File: config.mk
export PLATFORM = sky130hd
export DESIGN_NAME = sprite_blitter
export DESIGN_NICKNAME = d
export VERILOG_FILES = /design/src/rtl/sprite_blitter.sv
export SDC_FILE = /design/constraint.sdc
export NUM_CORES = 1
export LEC_CHECK = 0
export CORE_ASPECT_RATIO = 1.4
export CORE_MARGIN = 5
export CORE_UTILIZATION = 53
export CTS_BUF_LIST = sky130_fd_sc_hd__clkbuf_8
export DETAILED_ROUTE_END_ITERATION = 12
export PLACE_DENSITY = 0.91
export SETUP_SLACK_MARGIN = 0.05
export SKIP_LAST_GASP = 1
export SLEW_MARGIN = 20
export SYNTH_ARGS = -nofsm -noshare
export SYNTH_HDL_FRONTEND = slang
export SYNTH_SLANG_ARGS = --single-unit
File: constraint.sdc
create_clock -name vga_clk -period 4.8 [get_ports vga_clk]
set_input_delay 0.48 -clock vga_clk [delete_from_list [all_inputs] [get_ports vga_clk]]
set_output_delay 0.48 -clock vga_clk [all_outputs]
set_load 0.01 [all_outputs]
File: src/rtl/sprite_blitter.sv
// sprite_blitter: places one square SIZE x SIZE sprite at a per-frame (x,y)
// with power-of-two magnification, 4-way rotation and transparency keying.
// Emits the ROM address and a pixel-aligned colour index / hit flag
// (2-cycle latency from DrawX/DrawY). The ROM address register doubles as
// the ROM's input register, so rom_q is valid in the cycle after the pixel.
// Optional blink feature: define SPRITE_BLITTER_FLASH_EN.
module sprite_blitter #(
    parameter int                SIZE            = 32,
    parameter int                SCALE_SHIFT     = 0,
    parameter int                ADDR_W          = 10,
    parameter int                IDX_W           = 8,
    parameter logic [IDX_W-1:0]  TRANSPARENT_IDX = '0
) (
    input  logic              vga_clk,
    input  logic              Reset,
    input  logic [9:0]        DrawX,
    input  logic [9:0]        DrawY,
    input  logic              blank,
    input  logic              frame_sync,
    input  logic [9:0]        sprite_x,
    input  logic [9:0]        sprite_y,
    input  logic [1:0]        dir,
    input  logic              sprite_en,
    input  logic              flash,
    output logic [ADDR_W-1:0] rom_address,
    input  logic [IDX_W-1:0]  rom_q,
    output logic [IDX_W-1:0]  color_idx,
    output logic              hit
);

    // On-screen edge length; 11 bits so boxes near the right/bottom clip.
    localparam logic [10:0]       SPAN   = 11'(SIZE << SCALE_SHIFT);
    localparam logic [9:0]        S_M1   = 10'(SIZE - 1);
    localparam logic [ADDR_W-1:0] SIZE_A = ADDR_W'(SIZE);

    // Shadow registers (loaded once per frame)
    logic [9:0]        sx_q, sx_d;
    logic [9:0]        sy_q, sy_d;
    logic [1:0]        dir_q, dir_d;
    logic              en_q, en_d;
    // Pipeline
    logic [ADDR_W-1:0] rom_address_q, rom_address_d;
    logic              vis_q, vis_d;
    logic [IDX_W-1:0]  color_idx_q, color_idx_d;
    logic              hit_q, hit_d;

    // Stage-0 combinational signals
    logic              in_x, in_y, inbox, blink_off;
    logic [10:0]       x_end, y_end;
    logic [9:0]        dx, dy, lx, ly, col, row;
    logic [ADDR_W-1:0] texel_addr;

`ifdef SPRITE_BLITTER_FLASH_EN
    logic              flash_q, flash_d;
    logic [3:0]        frame_cnt_q, frame_cnt_d;
    assign blink_off = flash_q & frame_cnt_q[2];
`else
    logic              flash_unused;
    assign flash_unused = flash;
    assign blink_off    = 1'b0;
`endif

    // Stage 0: box test and rotated texel address for the current pixel
    always_comb begin
        x_end = {1'b0, sx_q} + SPAN;
        y_end = {1'b0, sy_q} + SPAN;
        in_x  = ({1'b0, DrawX} >= {1'b0, sx_q}) && ({1'b0, DrawX} < x_end);
        in_y  = ({1'b0, DrawY} >= {1'b0, sy_q}) && ({1'b0, DrawY} < y_end);
        inbox = en_q & in_x & in_y;
        dx    = DrawX - sx_q;
        dy    = DrawY - sy_q;
        lx    = dx >> SCALE_SHIFT;
        ly    = dy >> SCALE_SHIFT;
        col   = lx;
        row   = ly;
        case (dir_q)
            2'd1: begin col = ly;        row = S_M1 - lx; end
            2'd2: begin col = S_M1 - lx; row = S_M1 - ly; end
            2'd3: begin col = S_M1 - ly; row = lx;        end
            default: begin col = lx;     row = ly;        end
        endcase
        texel_addr = ADDR_W'(row) * SIZE_A + ADDR_W'(col);
    end

    // Next-state: shadow load on frame_sync, address hold outside the box,
    // visibility delayed to meet rom_q, then keyed against transparency
    always_comb begin
        sx_d          = sx_q;
        sy_d          = sy_q;
        dir_d         = dir_q;
        en_d          = en_q;
        rom_address_d = rom_address_q;
`ifdef SPRITE_BLITTER_FLASH_EN
        flash_d       = flash_q;
        frame_cnt_d   = frame_cnt_q;
`endif
        if (frame_sync) begin
            sx_d  = sprite_x;
            sy_d  = sprite_y;
            dir_d = dir;
            en_d  = sprite_en;
`ifdef SPRITE_BLITTER_FLASH_EN
            flash_d     = flash;
            frame_cnt_d = frame_cnt_q + 4'd1;
`endif
        end
        if (inbox) begin
            rom_address_d = texel_addr;
        end
        vis_d       = inbox & blank & ~blink_off;
        color_idx_d = rom_q;
        hit_d       = vis_q & (rom_q != TRANSPARENT_IDX);
    end

    // State registers with synchronous reset taking priority over frame_sync
    always_ff @(posedge vga_clk) begin
        if (Reset) begin
            sx_q          <= '0;
            sy_q          <= '0;
            dir_q         <= '0;
            en_q          <= 1'b0;
            rom_address_q <= '0;
            vis_q         <= 1'b0;
            color_idx_q   <= '0;
            hit_q         <= 1'b0;
`ifdef SPRITE_BLITTER_FLASH_EN
            flash_q       <= 1'b0;
            frame_cnt_q   <= '0;
`endif
        end else begin
            sx_q          <= sx_d;
            sy_q          <= sy_d;
            dir_q         <= dir_d;
            en_q          <= en_d;
            rom_address_q <= rom_address_d;
            vis_q         <= vis_d;
            color_idx_q   <= color_idx_d;
            hit_q         <= hit_d;
`ifdef SPRITE_BLITTER_FLASH_EN
            flash_q       <= flash_d;
            frame_cnt_q   <= frame_cnt_d;
`endif
        end
    end

    assign rom_address = rom_address_q;
    assign color_idx   = color_idx_q;
    assign hit         = hit_q;

endmodule
==> impl_metrics.yaml <==
synth:
  ys_seq_area_frac: 0.2437
  synth_area_per_cell_um2: 8.721
  syn_nets: 504
  netlist_instances: 405
  synth_cell_types: 59
  synth_warnings: 0
  synth_area_um2: 3532
  synth_ff_type: "dfxtp_1"
  ys_seq_elements: 43
  synth_top_area_cell: "dfxtp_1"
  synth-edff-count: 0
  yosysTopAreaCellShare: 0.2437
  async_reset_ff_frac: 0
  synth_area_leaders: "dfxtp_1 24%, ha_1 14%, mux2i_1 11%"
global_routing:
  grt_pass1_wl_mm: 14.10
  grt_start_max_net_pins: 44
  grt_usage: 0.2064
  grt_pass1_vias: 3161
  grt_overflow: 0
  antenna_found_initial: 0
clock_network:
  clk_latency_ns: 0.30
  htree_levels: 2
  cts_max_path_buffers: 2
  root_buffer: "clkbuf_8"
  cts.clk_slew.worst_paths_ns: 0.09
  post_cts_buffers: 0
  cts_buffers: 5
  ctsResizeCount: 0
  clock_sinks: 43
  cts_hold_buf: 0
  tritoncts: "done"
timing:
  finalMaxSlewViolations: 0
  setup_tns_ns: 0
  setup_ws_ns: 0.6224
  min_period_over_period: 0.8703
  tightest_slew_ns: 0.7316
  finalHoldViolCount: 0
  rsz0062_at_grt: "false"
  timing.final.crit_period_ns: 4.178
  fmax_ghz: 0.2394
  finalClockSkew_ns: 0.01211
  finalSetupViolCount: 0
  slew_headroom: 0.5116
die:
  fp.dieH_um: 106.6
  die_w_um: 79.00
  core_area_um2: 6525
  placementRows: 35
  io_pins: 75
  start_util: 0.5413
  die-area_um2: 8420
worst_hold_path:
  hp-class: "flop to flop"
worst_setup_path:
  ff2ff_setup_slack_ns: 0.90
  arrival_ns: 4.37
  start_kind: "input port"
  critPathMaxFanout: 4
  endpoint_kind: "flop"
  path_class: "input port to flop"
  required_ns: 4.99
power:
  p_comb_frac: 0.436
  p_int_mw: 0.7191
  p_clk_frac: 0.222
  p_per_area_nw_per_um2: 260.6
  p_switching_mw: 0.4089
  ir_worst_vdd_mv: 0.2330
  leakage_nw: 1.858
  p_seq_frac: 0.343
  power_switching_share: 0.3625
placement:
  portBuffers: 73
  dp_slack_ns: 0.3171
  globalplace.congestion: 0.8480
  hpwl_mm: 6.673
drt:
  drc: 0
  via_per_inst: 5.581
  vias: 3036
  wl_mm: 8.310
  drtPass1Iterations: 4
  wl_per_cell_um: 15.28
  route.antenna.remaining_nets: 0
  drt_first_iter_violations: 135
layout:
  final_cell_mix: "73 x clkdlybuf4s50_1, 43 x nor2_1, 43 x dfxtp_1, 40 x ha_1, 39 x mux2i_1"
  synthToLayoutAreaGrowth_pct: 22.56
  diodes: 0
  nNetsFinal: 568
  layout-drive-gt1-share: 0.05532
  layout_commonest_cell: "clkdlybuf4s50_1"
run_status:
  status: "finished clean"
run:
  maxCapViolations: 0
==> Yosys cell counts (2+ instances only) <==
| library cell | n |
|---|---|
| a211oi_1 | 4 |
| a21o_1 | 11 |
| a21o_2 | 4 |
| a21oi_1 | 23 |
| a41oi_1 | 2 |
| buf_1 | 2 |
| buf_6 | 2 |
| clkbuf_1 | 10 |
| clkinv_1 | 2 |
| dfxtp_1 | 43 |
| fa_1 | 3 |
| ha_1 | 40 |
| inv_1 | 37 |
| mux2i_1 | 39 |
| nand2_1 | 12 |
| nand2b_1 | 4 |
| nand3_1 | 8 |
| nand4_1 | 5 |
| nor2_1 | 43 |
| nor2b_1 | 10 |
| nor3_1 | 7 |
| nor3b_1 | 2 |
| nor4_1 | 2 |
| o2111ai_1 | 3 |
| o21a_1 | 2 |
| o21ai_0 | 14 |
| o21bai_1 | 2 |
| o311ai_0 | 2 |
| or3_1 | 2 |
| xnor2_1 | 30 |
| xor2_1 | 7 |
==> critical path: stages <==
cell             delay [ns]
clkdlybuf4s50_1        0.39
inv_1                  0.08
ha_1                   0.17
inv_1                  0.05
fa_1                   0.45
a211oi_4               0.28
o21ai_0                0.13
a21oi_1                0.18
xnor2_1                0.21
inv_1                  0.08
ha_1                   0.29
mux4_2                 0.48
inv_1                  0.10
fa_1                   0.22
inv_1                  0.05
a21o_1                 0.17
a21oi_1                0.16
xnor2_1                0.16
xnor2_1                0.17
a21oi_2                0.08
==> worst paths after layout <==
kind	startpoint	to	depth (start not counted)
worst max-delay path	DrawY[0]	rom_address[9]$_SDFFE_PP0P_	20
worst min-delay path	vis_q$_SDFF_PP0_	hit$_SDFF_PP0_	2
worst max register to register	sy_q[0]$_SDFFE_PP0P_	rom_address[9]$_SDFFE_PP0P_	18
worst min register to register	vis_q$_SDFF_PP0_	hit$_SDFF_PP0_	2
==> per-layer routing <==
| layer | vias to the layer above | routed length (um) | track usage |
|---|---|---|---|
| met5 | - | 0 | 0 |
| met4 | 0 | 437 | 0.1216 |
| met3 | 27 | 271 | 0.03193 |
| met2 | 59 | 4466 | 0.3940 |
| met1 | 1418 | 3134 | 0.2043 |
| li1 | 1532 | - | - |
==> metrics by stage <==
step | power, mW | instance area (um2) | util | std cells | hold WS (ns)
after global placement | 0.8662 | 4237 | 0.6493 | 536 | 0.4163
after global routing | 1.205 | 4329 | 0.6635 | 544 | 0.5083
after floorplan | 0.7503 | 3532 | - | 405 | 0.4114
after detailed placement | 0.8843 | 4237 | 0.6493 | 536 | 0.4446
after CTS | 1.136 | 4329 | 0.6635 | 544 | 0.4630
final | 1.128 | 4329 | 0.6635 | 544 | 0.4627
==> sequential cells by signal (all words and copies together), names as in the netlist <==
register	count
color_idx	8
dir_q	2
en_q	1
hit	1
rom_address	10
sx_q	10
sy_q	10
vis_q	1
==> kinds of logic after synthesis <==
family,after synthesis,synth area share
buf+inv,58,0.08147
fa+ha+maj,43,0.1587
xor+xnor,37,0.09175
simple gates,103,0.1449
mux,40,0.1169
compound gates,81,0.1626
flops,43,0.2437
==> area by class of cell <==
class	count	area (um2)
Clock buffer	5	68.82
Clock inverter	3	23.77
Fill cell	511	2196
Inverter	39	146.4
Multi-Input combinational cell	304	2384
Sequential cell	43	860.8
Tap cell	74	92.59
Timing Repair Buffer	76	753.2
==> power by group through the flow <==
stage	registers (mW)	clock network, mW	logic [mW]
finish	0.386	0.250	0.492
detailed placement	0.395	0	0.490
floorplan	0.392	0	0.359
global placement	0.394	0	0.472
global route	0.389	0.270	0.546
CTS	0.386	0.257	0.492
Note: power is estimated with default switching activity, not from simulation.
